**src/rtl/mem_arbiter_pkg.sv**
```systemverilog
// Shared types for the fetch/data memory arbiter: FSM state encoding,
// issue-select encoding and bus field widths.
package mem_arbiter_pkg;

   localparam int unsigned ADDR_W  = 32;
   localparam int unsigned DATA_W  = 32;
   localparam int unsigned WE_W    = 4;
   localparam int unsigned IADDR_W = 16;

   typedef enum logic [1:0] {
      ST_IDLE  = 2'd0,
      ST_IWAIT = 2'd1,
      ST_DWAIT = 2'd2
   } state_e;

   // Which requester owns the bus in the current free cycle.
   typedef enum logic [1:0] {
      SEL_NONE  = 2'd0,
      SEL_PEND  = 2'd1,
      SEL_DATA  = 2'd2,
      SEL_FETCH = 2'd3
   } sel_e;

endpackage

```
**src/rtl/mem_arbiter_if.sv**
```systemverilog
// Core-side fetch/data ports and the shared memory bus, bundled for the arbiter.
// The arbiter uses the slave view; the core/memory environment uses master.
interface mem_arbiter_if;
   import mem_arbiter_pkg::*;

   logic [IADDR_W-1:0] imem_addr;
   logic               imem_oe;
   logic [DATA_W-1:0]  imem_rdata;
   logic               imem_valid;

   logic [ADDR_W-1:0]  mem_addr;
   logic               mem_oe;
   logic [DATA_W-1:0]  mem_wdata;
   logic [WE_W-1:0]    mem_we;
   logic [DATA_W-1:0]  mem_rdata;
   logic               mem_valid;
   logic               mem_ready;

   logic [ADDR_W-1:0]  bus_addr;
   logic               bus_oe;
   logic [WE_W-1:0]    bus_we;
   logic [DATA_W-1:0]  bus_wdata;
   logic [DATA_W-1:0]  bus_rdata;
   logic               bus_rvalid;
   logic               bus_ready;

   modport slave (
      input  imem_addr, imem_oe, mem_addr, mem_oe, mem_wdata, mem_we,
             bus_rdata, bus_rvalid, bus_ready,
      output imem_rdata, imem_valid, mem_rdata, mem_valid, mem_ready,
             bus_addr, bus_oe, bus_we, bus_wdata
   );

   modport master (
      output imem_addr, imem_oe, mem_addr, mem_oe, mem_wdata, mem_we,
             bus_rdata, bus_rvalid, bus_ready,
      input  imem_rdata, imem_valid, mem_rdata, mem_valid, mem_ready,
             bus_addr, bus_oe, bus_we, bus_wdata
   );

endinterface

```
**src/rtl/mem_arbiter.sv**
```systemverilog
// Shares one single-port memory bus between instruction fetch and data access,
// one outstanding read at a time, with a one-deep pending-fetch slot.
module mem_arbiter
   import mem_arbiter_pkg::*;
#(
   parameter logic [ADDR_W-1:0] IMEM_BASE = 32'h0000_0000
) (
   input  logic          clk,
   input  logic          rst,
   mem_arbiter_if.slave  io
);

   state_e              state_q, state_d;
   logic                pending_q, pending_d;
   logic                stale_q, stale_d;
   logic [IADDR_W-1:0]  pend_addr_q, pend_addr_d;
   sel_e                sel;
   logic                free;
   logic                xfer;
   logic [IADDR_W-1:0]  fetch_addr;

   // A read return frees the bus in the same cycle, so a new issue can overlap it.
   assign free = (state_q == ST_IDLE) || io.bus_rvalid;
   assign xfer = (sel != SEL_NONE) && io.bus_ready;

   always_comb begin
      sel = SEL_NONE;
      if (!rst && free) begin
         if (pending_q)       sel = SEL_PEND;
         else if (io.mem_oe)  sel = SEL_DATA;
         else if (io.imem_oe) sel = SEL_FETCH;
      end
   end

   // NOTE: sequential state uses non-blocking assignments so every register
   // samples the pre-edge values of the others.
   always_ff @(posedge clk) begin
      if (rst) begin
         state_q   <= ST_IDLE;
         pending_q <= 1'b0;
         stale_q   <= 1'b0;
      end else begin
         state_q   <= state_d;
         pending_q <= pending_d;
         stale_q   <= stale_d;
      end
   end

   // NOTE: the pending address is qualified by pending_q, so it carries no reset.
   always_ff @(posedge clk) begin
      pend_addr_q <= pend_addr_d;
   end

   // NOTE: every always_comb output gets a default first, so no latch is inferred.
   always_comb begin
      state_d     = state_q;
      pending_d   = pending_q;
      stale_d     = stale_q;
      pend_addr_d = pend_addr_q;

      if (state_q != ST_IDLE && io.bus_rvalid) state_d = ST_IDLE;
      if (xfer) begin
         unique case (sel)
            SEL_PEND, SEL_FETCH: state_d = ST_IWAIT;
            SEL_DATA:            if (io.mem_we == '0) state_d = ST_DWAIT;
            default:             state_d = state_q;
         endcase
      end

      // A fetch that cannot go out now waits in the slot; a newer one replaces it.
      if (io.imem_oe && !(xfer && sel == SEL_FETCH)) begin
         pending_d   = 1'b1;
         pend_addr_d = io.imem_addr;
      end else if (xfer && sel == SEL_PEND) begin
         pending_d   = 1'b0;
      end

      if (state_q == ST_IWAIT && io.bus_rvalid)  stale_d = 1'b0;
      else if (state_q == ST_IWAIT && io.imem_oe) stale_d = 1'b1;
   end

   always_comb begin
      fetch_addr    = (sel == SEL_PEND) ? pend_addr_q : io.imem_addr;
      io.bus_oe     = (sel != SEL_NONE);
      io.bus_wdata  = io.mem_wdata;
      if (sel == SEL_DATA) begin
         io.bus_addr = io.mem_addr;
         io.bus_we   = io.mem_we;
      end else begin
         io.bus_addr = IMEM_BASE + {{(ADDR_W-IADDR_W){1'b0}}, fetch_addr};
         io.bus_we   = '0;
      end

      io.imem_rdata = io.bus_rdata;
      io.mem_rdata  = io.bus_rdata;
      io.imem_valid = !rst && state_q == ST_IWAIT && io.bus_rvalid && !stale_q;
      io.mem_valid  = !rst && state_q == ST_DWAIT && io.bus_rvalid;
      // Built only from registered state and bus inputs: the core loops mem_oe back on it.
      io.mem_ready  = !rst && free && io.bus_ready && !pending_q;
   end

endmodule

```
**src/flat_wrapper.sv**
```systemverilog
// flat-port wrapper written by rule: the top's interface ports become plain ports
module mem_arbiter_flat import mem_arbiter_pkg::*;
#(
   parameter logic [ADDR_W-1:0] IMEM_BASE = 32'h0000_0000
)
  (clk, rst, io_imem_addr, io_imem_oe, io_mem_addr, io_mem_oe, io_mem_wdata, io_mem_we, io_bus_rdata, io_bus_rvalid, io_bus_ready, io_imem_rdata, io_imem_valid, io_mem_rdata, io_mem_valid, io_mem_ready, io_bus_addr, io_bus_oe, io_bus_we, io_bus_wdata);
  mem_arbiter_if io_i ();
  input  logic clk;
  input  logic rst;
  input wire logic [$bits(io_i.imem_addr)-1:0] io_imem_addr;
  input wire logic [$bits(io_i.imem_oe)-1:0] io_imem_oe;
  input wire logic [$bits(io_i.mem_addr)-1:0] io_mem_addr;
  input wire logic [$bits(io_i.mem_oe)-1:0] io_mem_oe;
  input wire logic [$bits(io_i.mem_wdata)-1:0] io_mem_wdata;
  input wire logic [$bits(io_i.mem_we)-1:0] io_mem_we;
  input wire logic [$bits(io_i.bus_rdata)-1:0] io_bus_rdata;
  input wire logic [$bits(io_i.bus_rvalid)-1:0] io_bus_rvalid;
  input wire logic [$bits(io_i.bus_ready)-1:0] io_bus_ready;
  output wire logic [$bits(io_i.imem_rdata)-1:0] io_imem_rdata;
  output wire logic [$bits(io_i.imem_valid)-1:0] io_imem_valid;
  output wire logic [$bits(io_i.mem_rdata)-1:0] io_mem_rdata;
  output wire logic [$bits(io_i.mem_valid)-1:0] io_mem_valid;
  output wire logic [$bits(io_i.mem_ready)-1:0] io_mem_ready;
  output wire logic [$bits(io_i.bus_addr)-1:0] io_bus_addr;
  output wire logic [$bits(io_i.bus_oe)-1:0] io_bus_oe;
  output wire logic [$bits(io_i.bus_we)-1:0] io_bus_we;
  output wire logic [$bits(io_i.bus_wdata)-1:0] io_bus_wdata;
  assign io_i.imem_addr = io_imem_addr;
  assign io_i.imem_oe = io_imem_oe;
  assign io_i.mem_addr = io_mem_addr;
  assign io_i.mem_oe = io_mem_oe;
  assign io_i.mem_wdata = io_mem_wdata;
  assign io_i.mem_we = io_mem_we;
  assign io_i.bus_rdata = io_bus_rdata;
  assign io_i.bus_rvalid = io_bus_rvalid;
  assign io_i.bus_ready = io_bus_ready;
  assign io_imem_rdata = io_i.imem_rdata;
  assign io_imem_valid = io_i.imem_valid;
  assign io_mem_rdata = io_i.mem_rdata;
  assign io_mem_valid = io_i.mem_valid;
  assign io_mem_ready = io_i.mem_ready;
  assign io_bus_addr = io_i.bus_addr;
  assign io_bus_oe = io_i.bus_oe;
  assign io_bus_we = io_i.bus_we;
  assign io_bus_wdata = io_i.bus_wdata;
  mem_arbiter #(.IMEM_BASE(IMEM_BASE)) u_core (.clk(clk), .rst(rst), .io(io_i));
endmodule
```
**config.mk**
```make
export PLATFORM = sky130hd
export DESIGN_NAME = mem_arbiter_flat
export DESIGN_NICKNAME = d
export VERILOG_FILES = /design/src/rtl/mem_arbiter_pkg.sv /design/src/rtl/mem_arbiter_if.sv /design/src/rtl/mem_arbiter.sv /design/src/flat_wrapper.sv
export SDC_FILE = /design/constraint.sdc
export NUM_CORES = 1
export LEC_CHECK = 0
export ABC_CLOCK_PERIOD_IN_PS = 2560
export BUFFER_PORTS_ARGS = -buffer_cell sky130_fd_sc_hd__clkbuf_2
export CAP_MARGIN = 20
export CORE_AREA = 2 2 101 103
export DETAILED_ROUTE_END_ITERATION = 10
export DIE_AREA = 0 0 103 105
export PLACE_DENSITY = 0.57
export SKIP_CTS_REPAIR_TIMING = 1
export SLEW_MARGIN = 30
export SYNTH_ARGS = -nofsm -noshare
export SYNTH_HDL_FRONTEND = slang
export SYNTH_SLANG_ARGS = --single-unit
export TNS_END_PERCENT = 30
```
**constraint.sdc**
```tcl
create_clock -name clk -period 2.56 [get_ports clk]
set_clock_uncertainty 0.1 [all_clocks]
set_input_delay 0.256 -clock clk [delete_from_list [all_inputs] [get_ports clk]]
set_output_delay 0.256 -clock clk [all_outputs]
set_load 0.005 [all_outputs]
```
==> results.md, run 1 <==
- The flow ran to the end, and the final reports show no timing, DRC or antenna violations.
- For this run the aggregate overflow at the end of global routing stands at 0.
- A synthesized cell averages about 8.6 um2.
- Row generation in the floorplan step produced 36 rows.
- The number of nets handed over by synthesis was 384.
- The fmax is 430 MHz.
- The first global-routing pass estimated between 8000 and 9000 um of wire.
- In this run the clock root is driven by a sky130_fd_sc_hd__clkbuf_8.
- The initial antenna violation count was 0.
- Leaving out fill and tap cells, the most frequent cell in the layout is sky130_fd_sc_hd__clkbuf_2.
- Across the whole layout, storage elements account for between 500 and 600 um2.
- The first-pass detailed-route iteration total is 4.
- Detailed placement ended at an HPWL of between 4000 and 5000 um.
- Dividing the detail-routed via count by the number of cells gives roughly 4.5.
- From bottom edge to top edge, the die measures 105 um.
- The largest single stage delay on the critical path is 0.64 ns.
- The total number of H-tree levels is 1.
- The smallest hold slack is between 0.09 and 0.1 ns.
- The post-synthesis cell count is 262.
- The filler cells instantiated in the layout total 1,106.
- Global routing used 10.4% of the available tracks across all layers.
- Yosys mapped the design onto 32 distinct sky130hd cell types.
- Data on the critical path arrives at its endpoint at ~2.0 ns.
- The number of cells traversed by the worst hold path is 1.
- The clock passes through at most 2 buffers.
- The hold violation count in the final report came to 0.
- The clock-pin slew on the worst setup and hold paths is 0.08 ns.
- For this run, global-route usage on met2 was measured as 17.6%.
- The die covers 10,800 um2.
- The fraction of the cycle the final worst path needs is 90.9%.
- The synthesized netlist occupies a cell area of 2240 um2.
- The number of routed nets with antenna violations is 0.
- The net total in the final layout is roughly 380.
- The final sum of negative setup slack is 0 ns.
- Counting cells, the worst reg-to-reg path comes to 4.
- Dividing total power by cell area gives a power density of 431 nW/um2.
- Across the run, the number of max-cap violations was 0.
- The busiest metal layer after global routing is met2.
- The time the final worst path needs with I/O delays and setup is about 2.3 ns.
- For this design, the sink count on the clock tree is 20.
- STA classifies the critical path endpoint as a primary output.
- The cell with the largest stage delay on the worst path is sky130_fd_sc_hd__o21bai_2.
- The TritonCTS clock tree is done.
- The critical path goes through o21bai_2, buf_4, nand4b_1, nand3_1, clkbuf_2.
- Dividing the detail-routed wire length by the instance count gives 15.0 um.
- The critical path class is reg -> out.
- In this run the horizontal extent of the chip is 103 um.
- The aggregate routed wire length is about 5800 um.
- The area of the core is 9640 um2.
- The highest ir drop seen on vdd is 0.121 mV.
- The number of pins with negative max-slew slack in the final report is 0.
- The clock latency reported for the late side of the worst-skew pair is 0.26 ns.
- Sorting the synthesized cells by area gives the leading types as sky130_fd_sc_hd__buf_4 32%, sky130_fd_sc_hd__edfxtp_1 21%, sky130_fd_sc_hd__a32oi_1 6.3%.
- The count of final setup violators is 0.
- The maximum number of pins on one net before global-route repair is 32.
- The number of global-route vias before repair is 1,717.
- The number of placed I/O pins is about 260.
- The static power due to leakage is 0.950 nW.
- The total CTS buffers is 3.
- The synthesis-to-finish area growth is -0.391%.
- The port buffer count is 97.
- The met3 capacity usage during global routing is 1.40%.
- The tightest min-delay check is of the in -> reg type.
- The area used by multi-input combinational logic is 893 um2.
- In this run, the number of DRC markers left after iteration 0 of detailed routing was 50.
- The cell type with the highest aggregate area in the netlist is sky130_fd_sc_hd__buf_4.
- The placer's final routability congestion estimate is 0.717.
- The Yosys step of the flow raised 0 warnings.
- STA classifies the critical path startpoint as a flop.
- The count of vias placed by the detailed router is between 1,500 and 2,000.
- In the layout the commonest cells are 97 x sky130_fd_sc_hd__clkbuf_2, 19 x sky130_fd_sc_hd__and2_1, 17 x sky130_fd_sc_hd__nor2b_1.
- The number of antenna diodes in the final layout is 0.
- Along the worst path, the maximum fanout reaches 17.
- The slew of the pin with the lowest slew margin is 0.758 ns.
- The initial core utilization is between 20% and 30%.
- The relative slew slack is 49.4%.
- The met1 usage in global routing is about an eighth.
- The top cell type by area accounts for 32.5% of the synthesized area.
- Setup repair after global routing left no endpoint under its margin.
- Data on the critical path is required at its endpoint by 2.20 ns.
- The DRC violations left is 0.
- In the final layout, the share of cells above drive strength 1 is about 46%.
- The post-synthesis register bit count is 20.
- Summing the sequential cell areas from Yosys gives 25.0% of the chip area.
-- final cells by class --
| cell class | instances | area share, % |
|---|---|---|
| clock buffer | 3 | 1.85 |
| clock inverter | 1 | 1.34 |
| inverter | 1 | 0.168 |
| multi-input combinational | 127 | 40.0 |
| sequential | 20 | 25.1 |
| tap | 133 | 7.45 |
| timing repair buffer | 104 | 24.1 |
-- path summary, 6_finish.rpt --
path                            slack, ns                                to                      startpoint
worst max-delay path                 0.23                   io_bus_addr[11]  u_core.state_q[1]$_SDFFE_PP0P_
worst min-delay path                 0.09  u_core.pend_addr_q[14]$_DFFE_PP_                io_imem_addr[14]
worst max register to register       0.63   u_core.pend_addr_q[8]$_DFFE_PP_  u_core.state_q[1]$_SDFFE_PP0P_
worst min register to register       0.42       u_core.stale_q$_SDFFE_PP0P_     u_core.stale_q$_SDFFE_PP0P_
-- where the power goes --
group	internal (mW)	switching, mW
Clock	0.209	0.123
Combinational	0.120	0.132
Sequential	0.371	0.00682
-- worst max-delay path: cells and delay by family, from the launching register on --
kind / cells / cell delay [ns]
AOI/OAI and AO/OA: 1 / 0.64
buffers and inverters: 2 / 0.46
DFF: 1 / 0.36
and+or+nand+nor: 2 / 0.25
-- state kept, by name, summed over array words and instances, names as in the netlist --
signal              cells
u_core.stale_q          1
u_core.pending_q        1
u_core.pend_addr_q     16
u_core.state_q          2
-- per-layer routing --
metal | part of all wire, % | wire length [um]
met5 | 0 | 0
met4 | 3.2 | 186
met3 | 8.3 | 482
met2 | 49 | 2870
met1 | 39 | 2290
-- through the flow --
stage | setup WS [ns] | power, mW | utilization [%] | area (um2) | std cells
CTS | 0.103 | 0.984 | 23.1 | 2220 | 389
floorplan | 0.0567 | 0.632 | - | 2240 | 262
global route | 0.0462 | 1.02 | 23.2 | 2230 | 389
detailed placement | 0.334 | 0.640 | 22.3 | 2150 | 385
global placement | 0.345 | 0.637 | 22.3 | 2150 | 385
finish | 0.234 | 0.962 | 23.2 | 2230 | 389
-- cells by family (layout without fill, tap and decap cells) --
kind of cell,Yosys count,in the layout,share of synthesized area (%)
AOI/OAI and AO/OA,41,41,13.5
DFF,20,20,25.0
and+or+nand+nor,86,86,25.4
buffers and inverters,115,109,36.0
-- Yosys cell counts (all sizes together) --
cell and count:
a2111oi 1, a211o 1, a211oi 1, a21boi 1, a21oi 2, a32oi 16, and2 20, and3b 1
buf 106, clkbuf 8, dfxtp 4, edfxtp 16, inv 1, nand2b 4, nand3 16, nand4b 16
nor2 3, nor2b 18, nor3 4, nor3b 1, nor4bb 2, o21ai 16, o21ba 1, o21bai 1
o41ai 1, or4 1
(Power assumes the default switching activity.)
==> inputs of run 2 (changes only) <==
--- a/config.mk
+++ b/config.mk
@@ -11,6 +11,7 @@
 export CORE_AREA = 2 2 101 103
 export DETAILED_ROUTE_END_ITERATION = 10
 export DIE_AREA = 0 0 103 105
+export GPL_TIMING_DRIVEN = 0
 export PLACE_DENSITY = 0.57
 export SKIP_CTS_REPAIR_TIMING = 1
 export SLEW_MARGIN = 30
==> run 2 against run 1 <==
Clock power down 25%. First-iteration DRC count up 120%. Combinational power increased by 82%. Sequential share of layout area down 8.8 points. Design area increased by 54%. Fmax fell by 1.2%. Die area did not move. Setup slack worse by 0.028 ns. Worst hold slack improved by 0.010 ns. Final cell count up 52%. Register-to-register slack lost 0.14 ns. Critical endpoint is now io_bus_addr[0]. Largest power group is now combinational logic.
==> results.md, run 2 (same netlist as run 1, synthesis figures left out) <==
- The count of final setup violators is 0 (unchanged).
- TritonCTS built the clock tree.
- The number of violations reported at the end of detailed-routing iteration 0 is 109 (+120%).
- The row count was 36 (unchanged).
- The number of global-route vias before repair is 2,502 (+46%).
- The highest ir drop seen on vdd is 0.133 mV (+9.8%).
- The slew of the pin with the lowest slew margin is 0.553 ns (-0.205 ns).
- The ratio of cells with drive above 1 in the final layout is 68.0% (+22 points).
- The data arrival time of the worst path is 2.00 ns (+0.03 ns).
- The count of inserted antenna diode cells is 0 (unchanged).
- The number of buffers between clock root and the deepest sink was 2 (unchanged).
- The area used by multi-input combinational logic came to 877 um2 (-1.8%).
- The combined global-route utilization of all metal layers came to 13.6% (+3.2 points).
- The number of flip-flops under the largest register name is 16 (unchanged).
- STA classifies the critical path startpoint as a flop.
- The fraction of the cycle the final worst path needs was 91.9% (+1.1 points).
- The width of the die is 103 um (unchanged).
- The number of clock sinks is 20 (unchanged).
- The endpoint kind of the worst setup timing path is a primary output.
- The number of routed nets with antenna violations is 0 (unchanged).
- The path type of the worst min-delay path is in -> reg.
- The clock-pin slew on the worst setup and hold paths is 0.08 ns (about the same).
- The aggregate routed wire length came to 8100 um (+39%).
- Clock tree synthesis selected as its root buffer the cell sky130_fd_sc_hd__clkbuf_8.
- The average vias per placed instance is 4.30 (-3.9%).
- The maximum number of pins on one net before global-route repair came to 12 (-63%).
- The number of placed I/O pins was 258 (unchanged).
- From synthesis to final layout, the design area changed by 53.8%.
- The highest net fanout along the worst path is 10 (-7).
- The overflow left after global routing was 0 (unchanged).
- The number of fill cells is 1,082 (-2.2%).
- The static power due to leakage is 1.83 nW (+92%).
- The fmax came to 425 MHz (-1.2%).
- The max-capacitance violation count is 0 (unchanged).
- The hold violation count in the final report was 0 (unchanged).
- The total CTS buffers was 3 (unchanged).
- The first-pass detailed-route iteration total is 4 (unchanged).
- The number of pins with negative max-slew slack in the final report was 0 (unchanged).
- The net total in the final layout is 583 (+54%).
- The time the final worst path needs with I/O delays and setup is 2.35 ns (+0.0277 ns).
- The run finished with clean final reports.
- The height of the die is 105 um (unchanged).
- Leaving out fill and tap cells, the most frequent cell in the layout is sky130_fd_sc_hd__clkbuf_2.
- The initial core utilization is 23.3% (unchanged).
- The post-route core utilization is 35.8% (+13 points).
- The smallest hold slack came to 0.102 ns (+0.0102 ns).
- The DRC violations left is 0 (unchanged).
- The critical path class is reg -> out.
- The register cell area after layout is 561 um2 (unchanged).
- The routed length per placed instance came to 13.7 um (-8.9%).
- Setup repair after global routing left no endpoint under its margin.
- The initial antenna violation count is 0 (unchanged).
- The total non-filler cell area in the finished layout came to 3450 um2 (+54%).
- In the final layout, the registers with the most flip-flops are u_core.pend_addr_q (16), u_core.state_q (2).
- The worst slack at placement is 0.419 ns (+0.0854 ns).
- The top cell types in the final layout, fill and taps aside, are 195 x sky130_fd_sc_hd__clkbuf_2, 97 x sky130_fd_sc_hd__buf_4, 19 x sky130_fd_sc_hd__and2_1.
- The count of vias placed by the detailed router was 2,552 (+46%).
- The placed wire-length estimate is 6670 um (+55%).
- The register with the most flip-flops is u_core.pend_addr_q.
- The die area is 10,800 um2 (unchanged).
- The placer's final routability congestion estimate came to 0.728 (+1.6%).
- The required time at the endpoint of the critical path is 2.20 ns (about the same).
- The port buffer count is 193 (+99%).
- The ratio of total power to cell area is 315 nW/um2 (-27%).
- The total number of H-tree levels came to 1 (unchanged).
- The placement-stage cell area was 3390 um2 (+58%).
- The global-route wire length before repair is 11,700 um (+34%).
- The relative slew slack is 63.1% (+14 points).
- The clock latency reported for the late side of the worst-skew pair is 0.26 ns (about the same).
- The area of the core is 9640 um2 (unchanged).
- The smallest setup slack after layout is 0.206 ns (-0.0277 ns).
run 2: cell types whose count changed in the layout (fill, tap and decap cells not counted), sizes merged:
| cell | delta |
|---|---|
| clkbuf | +105 |
| bufinv | -1 |
| buf | +100 |
run 2: final timing paths:
path,from,endpoint,slack [ns],cells past startpoint
max,u_core.state_q[1]$_SDFFE_PP0P_,io_bus_addr[0],0.21,5
min,io_imem_addr[5],u_core.pend_addr_q[5]$_DFFE_PP_,0.10,1
max reg2reg,u_core.pending_q$_SDFFE_PP0P_,u_core.pend_addr_q[1]$_DFFE_PP_,0.49,4
min reg2reg,u_core.state_q[0]$_SDFFE_PP0P_,u_core.state_q[0]$_SDFFE_PP0P_,0.44,2
run 2: report_power, final:
part	switching, mW	internal (mW)	total (mW)
Sequential	0.00669	0.371	0.378
Combinational	0.197	0.262	0.459
Clock	0.112	0.137	0.249
Total	0.316	0.770	1.09
run 2: critical path, stage by stage (launching register included):
cell and delay [ns]:
sky130_fd_sc_hd__dfxtp_1 0.36, sky130_fd_sc_hd__o21bai_1 0.43, sky130_fd_sc_hd__clkbuf_1 0.49, sky130_fd_sc_hd__nand4b_1 0.19
sky130_fd_sc_hd__nand3_1 0.13, sky130_fd_sc_hd__clkbuf_2 0.13
run 2: final cells by class:
cell class / instances / area share (%)
well taps: 133 / 4.83
multi-input cells: 127 / 25.4
flip-flops and latches: 20 / 16.3
inverters: 1 / 0.109
repair buffers: 194 / 28.4
plain buffers: 114 / 23.3
clock buffers: 4 / 1.60
run 2: layer usage:
metal / vias up / wire length (um) / track usage (%)
met3: 8 / 864 / 2.47
met2: 169 / 4150 / 25.8
met1: 1152 / 2970 / 14.8
li1: 1223 / - / -
met5: - / 0 / 0
met4: 0 / 112 / 3.85
run 2: stage by stage:
step                      power, mW  cells  setup TNS, ns
after floorplan               0.632    262              0
after global placement        0.838    588         -12.89
after detailed placement      0.850    589              0
after CTS                      1.10    593              0
after global routing           1.15    593              0
final                          1.09    593              0
